**src/rtl/point_pkg.sv**
```systemverilog
// Shared definitions for the pointwise-convolution writeback stage:
// activation codes, FSM encoding and a saturation helper.
package point_pkg;

    localparam logic [1:0] ACT_NONE   = 2'd0;
    localparam logic [1:0] ACT_RELU   = 2'd1;
    localparam logic [1:0] ACT_HSWISH = 2'd2;

    localparam int FRAC_DEF   = 4;
    localparam int HS_MUL_DEF = 171;

    typedef enum logic [1:0] {
        ST_IDLE  = 2'd0,
        ST_RUN   = 2'd1,
        ST_DRAIN = 2'd2,
        ST_DONE  = 2'd3
    } state_t;

    function automatic logic signed [31:0] clamp_s32(input logic signed [31:0] v,
                                                     input logic signed [31:0] lo,
                                                     input logic signed [31:0] hi);
        if (v < lo) begin
            return lo;
        end else if (v > hi) begin
            return hi;
        end else begin
            return v;
        end
    endfunction

endpackage

```
**src/rtl/point_activation.sv**
```systemverilog
// Final pipeline stage: applies none/ReLU/hard-swish to the requantized value
// and registers the output-buffer write.
module point_activation
    import point_pkg::*;
#(
    parameter int DATA_W = 8,
    parameter int ADDR_W = 14,
    parameter int FRAC   = FRAC_DEF,
    parameter int HS_MUL = HS_MUL_DEF
) (
    input  logic                     clk,
    input  logic                     rst,
    input  logic                     i_valid,
    input  logic signed [DATA_W-1:0] i_y,
    input  logic [1:0]               i_mode,
    input  logic [ADDR_W-1:0]        i_addr,
    output logic                     o_wr_en,
    output logic [ADDR_W-1:0]        o_wr_addr,
    output logic [DATA_W-1:0]        o_wr_data
);

    localparam logic signed [31:0] DMIN  = -(32'sd1 <<< (DATA_W-1));
    localparam logic signed [31:0] DMAX  = (32'sd1 <<< (DATA_W-1)) - 32'sd1;
    localparam logic signed [31:0] C_OFF = 32'sd3 <<< FRAC;
    localparam logic signed [31:0] C_TOP = 32'sd6 <<< FRAC;
    localparam logic signed [31:0] HS_K  = HS_MUL;
    localparam int                 HS_SH = 10 + FRAC;

    logic signed [31:0] w_y32;
    logic signed [31:0] w_c;
    logic signed [31:0] w_prod;
    logic signed [31:0] w_act;

    // Activation datapath; hard-swish is y * relu6(y+3) / 6 in fixed point
    always_comb begin
        w_y32  = 32'(i_y);
        w_c    = clamp_s32(w_y32 + C_OFF, 32'sd0, C_TOP);
        w_prod = w_y32 * w_c * HS_K;
        w_act  = w_y32;
        case (i_mode)
            ACT_RELU: begin
                if (w_y32 < 32'sd0) begin
                    w_act = 32'sd0;
                end else begin
                    w_act = w_y32;
                end
            end
            ACT_HSWISH: w_act = clamp_s32(w_prod >>> HS_SH, DMIN, DMAX);
            default:    w_act = w_y32;
        endcase
    end

    // Write-port registers
    always_ff @(posedge clk or negedge rst) begin
        if (!rst) begin
            o_wr_en   <= 1'b0;
            o_wr_addr <= '0;
            o_wr_data <= '0;
        end else begin
            o_wr_en   <= i_valid;
            o_wr_addr <= i_addr;
            o_wr_data <= DATA_W'(w_act);
        end
    end

endmodule

```
**src/rtl/point_writeback.sv**
```systemverilog
// Accumulates MAC partial sums across channel groups, requantizes, activates
// and writes one value per output pixel; pulses wb_done when the layer ends.
module point_writeback
    import point_pkg::*;
#(
    parameter int PSUM_W = 20,
    parameter int DATA_W = 8,
    parameter int ADDR_W = 14,
    parameter int FRAC   = FRAC_DEF,
    parameter int HS_MUL = HS_MUL_DEF
) (
    input  logic                     clk,
    input  logic                     rst,
    input  logic                     start,
    input  logic [ADDR_W-1:0]        out_base,
    input  logic [3:0]               filter_channel_max,
    input  logic [5:0]               filter_number_max,
    input  logic [13:0]              window_size_max,
    input  logic [4:0]               out_shift,
    input  logic [1:0]               act_mode,
    input  logic                     psum_valid,
    input  logic signed [PSUM_W-1:0] psum_data,
    output logic                     wr_en,
    output logic [ADDR_W-1:0]        wr_addr,
    output logic [DATA_W-1:0]        wr_data,
    output logic                     busy,
    output logic                     wb_done
);

    localparam logic signed [31:0] DMIN = -(32'sd1 <<< (DATA_W-1));
    localparam logic signed [31:0] DMAX = (32'sd1 <<< (DATA_W-1)) - 32'sd1;
    localparam logic [ADDR_W-1:0]  ADDR_ONE = {{(ADDR_W-1){1'b0}}, 1'b1};

    state_t                    r_state;
    logic [3:0]                r_grp_last;
    logic [5:0]                r_fnum;
    logic [13:0]               r_win;
    logic [4:0]                r_shift;
    logic [1:0]                r_mode;
    logic [3:0]                r_grp;
    logic [13:0]               r_pix;
    logic [5:0]                r_filt;
    logic [ADDR_W-1:0]         r_addr;
    logic signed [PSUM_W-1:0]  r_acc;
    logic                      r_hand;
    logic                      r_s1_v;
    logic signed [PSUM_W-1:0]  r_s1_acc;
    logic                      r_s2_v;
    logic signed [DATA_W-1:0]  r_s2_y;
    logic                      r_busy;
    logic                      r_done;

    logic                      w_pix_last;
    logic                      w_filt_last;
    logic                      w_pipe_empty;
    logic signed [PSUM_W-1:0]  w_acc_next;
    logic signed [PSUM_W-1:0]  w_shifted;
    logic signed [DATA_W-1:0]  w_y;

    // Counter terminal conditions, accumulator update and S2 requantization
    always_comb begin
        w_pix_last   = (r_pix == r_win - 14'd1);
        w_filt_last  = (r_filt == r_fnum - 6'd1);
        w_pipe_empty = !r_hand && !r_s1_v && !r_s2_v;
        if (r_grp == 4'd0) begin
            w_acc_next = psum_data;
        end else begin
            w_acc_next = r_acc + psum_data;
        end
        w_shifted = r_s1_acc >>> r_shift;
        w_y       = DATA_W'(clamp_s32(32'(w_shifted), DMIN, DMAX));
    end

    // Layer-control FSM with group/pixel/filter counters and write address
    always_ff @(posedge clk or negedge rst) begin
        if (!rst) begin
            r_state    <= ST_IDLE;
            r_grp_last <= 4'd0;
            r_fnum     <= 6'd0;
            r_win      <= 14'd0;
            r_shift    <= 5'd0;
            r_mode     <= 2'd0;
            r_grp      <= 4'd0;
            r_pix      <= 14'd0;
            r_filt     <= 6'd0;
            r_addr     <= '0;
            r_acc      <= '0;
            r_hand     <= 1'b0;
            r_busy     <= 1'b0;
            r_done     <= 1'b0;
        end else begin
            r_hand <= 1'b0;
            if (r_s2_v) begin
                r_addr <= r_addr + ADDR_ONE;
            end
            case (r_state)
                ST_IDLE: begin
                    if (start) begin
                        r_grp_last <= (filter_channel_max == 4'd0) ? 4'd0 : filter_channel_max - 4'd1;
                        r_fnum     <= filter_number_max;
                        r_win      <= window_size_max;
                        r_shift    <= out_shift;
                        r_mode     <= act_mode;
                        r_grp      <= 4'd0;
                        r_pix      <= 14'd0;
                        r_filt     <= 6'd0;
                        r_addr     <= out_base;
                        r_busy     <= 1'b1;
                        if (filter_number_max == 6'd0 || window_size_max == 14'd0) begin
                            r_state <= ST_DRAIN;
                        end else begin
                            r_state <= ST_RUN;
                        end
                    end
                end
                ST_RUN: begin
                    if (psum_valid) begin
                        r_acc <= w_acc_next;
                        if (r_grp == r_grp_last) begin
                            r_grp  <= 4'd0;
                            r_hand <= 1'b1;
                            if (w_pix_last) begin
                                r_pix  <= 14'd0;
                                r_filt <= r_filt + 6'd1;
                                if (w_filt_last) begin
                                    r_state <= ST_DRAIN;
                                end
                            end else begin
                                r_pix <= r_pix + 14'd1;
                            end
                        end else begin
                            r_grp <= r_grp + 4'd1;
                        end
                    end
                end
                ST_DRAIN: begin
                    if (w_pipe_empty) begin
                        r_state <= ST_DONE;
                        r_done  <= 1'b1;
                        r_busy  <= 1'b0;
                    end
                end
                ST_DONE: begin
                    r_done  <= 1'b0;
                    r_state <= ST_IDLE;
                end
                default: begin
                    r_state <= ST_IDLE;
                    r_done  <= 1'b0;
                    r_busy  <= 1'b0;
                end
            endcase
        end
    end

    // S1/S2 registers; S1 copies the accumulator so a new pixel can start at once
    always_ff @(posedge clk or negedge rst) begin
        if (!rst) begin
            r_s1_v   <= 1'b0;
            r_s1_acc <= '0;
            r_s2_v   <= 1'b0;
            r_s2_y   <= '0;
        end else begin
            r_s1_v   <= r_hand;
            r_s1_acc <= r_acc;
            r_s2_v   <= r_s1_v;
            r_s2_y   <= w_y;
        end
    end

    point_activation #(
        .DATA_W (DATA_W),
        .ADDR_W (ADDR_W),
        .FRAC   (FRAC),
        .HS_MUL (HS_MUL)
    ) u_act (
        .clk       (clk),
        .rst       (rst),
        .i_valid   (r_s2_v),
        .i_y       (r_s2_y),
        .i_mode    (r_mode),
        .i_addr    (r_addr),
        .o_wr_en   (wr_en),
        .o_wr_addr (wr_addr),
        .o_wr_data (wr_data)
    );

    assign busy    = r_busy;
    assign wb_done = r_done;

endmodule

```
**config.mk**
```make
export PLATFORM = sky130hd
export DESIGN_NAME = point_writeback
export DESIGN_NICKNAME = d
export VERILOG_FILES = /design/src/rtl/point_pkg.sv /design/src/rtl/point_activation.sv /design/src/rtl/point_writeback.sv
export SDC_FILE = /design/constraint.sdc
export NUM_CORES = 1
export LEC_CHECK = 0
export ABC_AREA = 1
export CAP_MARGIN = 20
export CORE_MARGIN = 1
export CORE_UTILIZATION = 25
export DETAILED_ROUTE_END_ITERATION = 7
export SYNTH_ARGS = -nofsm -noshare
export SYNTH_HDL_FRONTEND = slang
export SYNTH_SLANG_ARGS = --single-unit
```
**constraint.sdc**
```tcl
create_clock -name clk -period 16.8 [get_ports clk]
set_clock_uncertainty 0.05 [all_clocks]
set_input_delay 2.52 -clock clk [delete_from_list [all_inputs] [get_ports clk]]
set_output_delay 2.52 -clock clk [all_outputs]
set_load 0.1 [all_outputs]
```
Word-level counts from Yosys, hierarchy flattened. Cells that the tools add are included.

Word-level logic and storage cells: 119. Input bits: 69. Output and inout port bits: 25. Register bits: 147.

Shift operators: 1. Order comparisons: 7. Muxes and demuxes: 43. Eq/ne operators: 14. Reductions and logical operators: 22. Add/subtract/negate cells: 9. $mul: 2.

Operators with widths (count): $mux 14 (7); $mux 32 (2); $mux 8 (5); $gt 32x8->1 const B (1); $lt 32x1->1 const B (1); $mul 32x9->32 const B (1); $mul 8x32->32 (1); $add 14x1->14 const B (2); $pmux 14 s2 (1); $mux 6 (4); $add 20x20->20 (1); $gt 20x8->1 const B (1); $lt 20x8->1 const B (1); $mux 20 (1); $sshr 20x5->20 (1); $gt 18x8->1 const B (1); $lt 18x8->1 const B (1); $mux 4 (4); $pmux 8 s2 (1); $eq 14x14->1 (1); $logic_not 14->1 (1); $mux 2 (7); $sub 14x1->14 const B (1); $ne 2x2->1 const B (6); 27 further kinds (45).

Logic depth before layout (Yosys ltp).
Depth after elaboration: 10. Depth in mapped cells: 57. Gate-level depth less buffers: 57.

By module. A second synthesis with hierarchy kept.

Cell total of the unflattened synthesis: 2328. Area, all modules: 16931.2 µm².

Modules (own cells, without submodules): point_writeback (cells an instance 1225, seq. area each 3103.0 µm², instances 1, area each 8548.2 µm²); point_activation (cells an instance 1103, seq. area each 575.6 µm², instances 1, area each 8383.0 µm²).

Least setup slack after synthesis. OpenSTA, ideal clock, no wires.

Path kind: reg-to-reg. From: register r_s2_y[4]. To: register u_act.o_wr_data[0]. Arrival time: 9034 ps. Path buffers: 0. Setup slack: 7651 ps. Cell stages (with the launch flop): 48. Clock period less this slack: 9149 ps. Required time: 16685 ps. Library setup time: 65 ps. Cell sequence: dfrtp_1 > inv_2 > ha_1 > nand2_2 > nand2_2 > nor2_2 > nand2_4 > nand2_4 > nor3_1 > inv_1 > nor2_1 > fa_1 > fa_1 > fa_1 > inv_1 > fa_1 > inv_1 > ha_1 > [... 12 more ...] > fa_1 > inv_1 > fa_1 > inv_1 > ha_1 > nand2_1 > nand2_1 > a31oi_1 > o21ai_0 > a221oi_1 > nand2_1 > nand2_1 > nand2_1 > nor2_1 > nand2_2 > a21oi_4 > nand2_1 > nand2_1.

Word-level cells in the longest chain between the ends: 10. Elaborated cells on any way between the ends: 14. Those cells by class: add/sub: 1; mul: 2; order compare: 5; mux: 6.

RTL lines: start: declaration (line point_writeback.sv:49) `logic signed [DATA_W-1:0] r_s2_y;`; start signal: assignment (line point_writeback.sv:167) `r_s2_y <= w_y;`; $add 8x7->9 (line point_activation.sv:37) `w_c = clamp_s32(w_y32 + C_OFF, 32'sd0, C_TOP);`; $gt 32x8->1 (line point_pkg.sv:24) `end else if (v > hi) begin`; $mux 32 (line point_pkg.sv:24); $mux 32 (line point_pkg.sv:22) `if (v < lo) begin`; $mul 8x32->32 (line point_activation.sv:38) `w_prod = w_y32 * w_c * HS_K;`; $mul 32x9->32 (line point_activation.sv:38); $gt 18x8->1 (line point_pkg.sv:24); $mux 8 (line point_pkg.sv:24); $mux 8 (line point_pkg.sv:22); $pmux 8 s2 (*) (line point_activation.sv:40) `case (i_mode)`; via u_act.w_act[0] (line point_activation.sv:32) `logic signed [31:0] w_act;`; end signal: assignment (line point_activation.sv:62) `o_wr_data <= DATA_W'(w_act);`; end: declaration (line point_activation.sv:19) `output logic [DATA_W-1:0] o_wr_data`.

The timed path passes the listed nets; every way through them passes the cells marked *. A chain may end at the register's enable or synchronous reset.

Final worst setup path.
From: register r_s2_y[7]. To: register u_act.o_wr_data[4].

The elaborated chain is that of the path after synthesis.

==> key figures <==
Critical path
  • CP Capture Type: flip-flop
  • Critical path's largest stage delay: 0.72 ns
  • Setup Crit Path Kind: reg2reg
  • Worst EP required: ~17 ns
  • CP Max Fanout: 13
  • Crit-path slowest cell: dfrtp_1
  • Crit path DAT: ~11 ns
  • Most frequent CP cell: nand2_1
  • R2R setup slack: slightly above 6 ns
  • Startpoint Class: flip-flop

Clock network
  • Count of hold buffers inserted by post-cts repair: 0
  • Sink Count: between 100 and 150
  • Clk pin slew, worst setup/hold paths: roughly 0.08 ns
  • CTS max path bufs: 2
  • Post-CTS resize count: 0
  • CTS buffer count: 17
  • Setup bufs post-CTS: 0
  • CTS tree: built
  • Clk root buf: clkbuf_16
  • Worst skew pair latency: about 0.45 ns
  • H-tree level count: 4

Floorplan
  • Die X: 256 µm
  • Num rows: between 90 and 100
  • Ports: 94
  • Starting Density: approximately a quarter
  • Core Area: 63500 µm²
  • Full die area: 65700 µm²
  • Die Height: approximately 260 µm

Placed design
  • HPWL after DPL: between 30 and 40 mm
  • Port Buf Inserts: 93
  • Dpl ws: 6.11 ns
  • Routability cong.: ~0.91

Timing
  • Fin crit share: between 60% and 70%
  • Slew headroom: roughly a third
  • Final Hold Fails: 0
  • Setup TNS: 0 ns
  • F_max: 0.0932 GHz
  • Final setup vio count: 0
  • RSZ-0062 raised after global routing: false
  • Final min period: approximately 11 ns
  • Least-Margin Pin Slew: 1.02 ns
  • Final setup margin: 6.07 ns
  • Max-slew violations: 0

Synth
  • Post-synthesis mux area share: less than 1%
  • Number of synthesized register bits: 147
  • Top FF cell, synth: dfrtp_1
  • Post-synthesis simple-gate area fraction: a little over a fifth
  • Post-synthesis xor/xnor area fraction: under 10%
  • Ys Warns: 0
  • Compound-Gate Fraction of Synth Area: about a tenth
  • Post-Synth Adder-Cell Area: about 29%
  • Post-synth cell types: between 50 and 60
  • Syn Area/Cell: 7.64 µm²
  • Sequential fraction of the synthesis area: a little under a quarter
  • Main combinational cell family by area after synthesis: adder cells
  • Post-Syn Instances: between 2000 and 2500
  • Post-synth ARST share: 100%
  • Post-synth design cell area: 16200 µm²
  • Post-synth EDFFs: 0

GRT
  • First-pass GRT wire length: between 60 and 70 mm
  • Largest net degree at the start of global routing: 81
  • GR Overflow Total: 0
  • Initial antenna violation count: 2
  • Global-route usage over all layers: between 10% and 20%
  • Vias in the first global route: about 13000

Detailed routing
  • Drt via density: between 4 and 5
  • Residual DRC: 0
  • DRT Pass-1 Iters: 6
  • Routed Wire Length: approximately 39 mm
  • Starting DRT DRC Count: a little under 700
  • Via count: 13250
  • DRT antenna net count: 0
  • Wirelength per Cell: around 13 µm

Final layout
  • Ratio of cells with drive above 1 in the final layout: between 4 and 5%
  • Nets: around 2600
  • Commonest non-fill, non-tap cell in the layout: nand2_1
  • Layout area overhead: 14.9%
  • Commonest cells after routing, fill and taps aside: nand2_1, inv_1, ha_1, nor2_1, dfrtp_1
  • Antenna diode count: 0

Outcome
  • Run status: completed

Min path
  • Type of the worst min-delay path: reg2reg

Flow run
  • Max-capacitance violation count: 0
## metal layers
| metal | GRT usage [%] | up-vias | wire [µm] |
|---|---|---|---|
| met4 | 3.52 | 4 | 689 |
| met2 | 19.3 | 221 | 17200 |
| met1 | 16.6 | 6122 | 19400 |
| li1 | - | 6854 | - |
| met3 | 1.84 | 49 | 1320 |
| met5 | 0 | - | 27 |
## metrics by stage
step	cells	util, %	cell area, µm²	hold WS, ns
6_report	3063	29.2	18600	0.329
5_1_grt	3063	29.2	18600	0.346
4_1_cts	3063	29.2	18600	0.334
3_5_place_dp	3033	28.4	18100	0.324
3_3_place_gp	3033	28.4	18100	0.318
2_1_floorplan	2123	-	16200	0.304
## layout make-up
cell class	instances	area (µm²)
clock buffers	20	437
repair buffers	98	970
clock inverters	10	87.6
multi-input cells	1506	10700
well taps	846	1060
flip-flops and latches	147	3680
fillers	6927	45000
inverters	436	1650
## cells in the mapped netlist, types with 11 or more instances
cell type	count	area, µm²
nand2_1	453	1700
inv_1	416	1560
ha_1	195	2440
nor2_1	161	604
dfrtp_1	147	3680
o21ai_0	126	631
fa_1	113	2260
a21oi_1	91	455
nand3_1	69	345
xor2_1	58	508
xnor2_1	30	263
clkbuf_1	24	90.1
nor3_1	23	115
a31oi_1	21	131
o211ai_1	19	143
nand2_2	18	113
nand4_1	18	113
inv_2	14	52.6
nor4_1	11	68.8
## worst max-delay path, delay by kind of cell, from the launching register on
family                     cells  cell delay, ns
and+or+nand+nor               18            2.32
buffers and inverters          9            0.84
DFF                            1            0.72
adders and majority gates     10            4.60
AOI/OAI and AO/OA              8            2.10
## final timing paths
| kind | from | cells after the start | to |
|---|---|---|---|
| max | r_s2_y[7] | 45 | u_act.o_wr_data[4] |
| min | r_s1_v | 0 | r_s2_v |
| max reg2reg | r_s2_y[7] | 45 | u_act.o_wr_data[4] |
| min reg2reg | r_s1_v | 0 | r_s2_v |
| max in group asynchronous | rst | 2 | r_filt[1] |
| min in group asynchronous | rst | 1 | u_act.o_wr_data[7] |
## state kept, by name, summed over array words and instances, names as in the netlist, 2 cells and up
signal,flops
r_filt,6
r_grp_last,4
r_s2_y,8
r_win,14
r_fnum,6
r_mode,2
u_act.o_wr_data,8
r_shift,5
r_state,2
r_addr,14
u_act.o_wr_addr,14
r_s1_acc,20
r_pix,14
r_grp,4
r_acc,20
## cells by family after synthesis
logic type                 count (synthesis)
xor gates and xnor gates                  89
other                                      2
DFF                                      147
AOI/OAI and AO/OA                        303
muxes                                      9
buffers and inverters                    470
adders and majority gates                308
and+or+nand+nor                          789
Power is not shown: default switching activity piles up to over one toggle a cycle in this logic, so the estimate is an artifact.
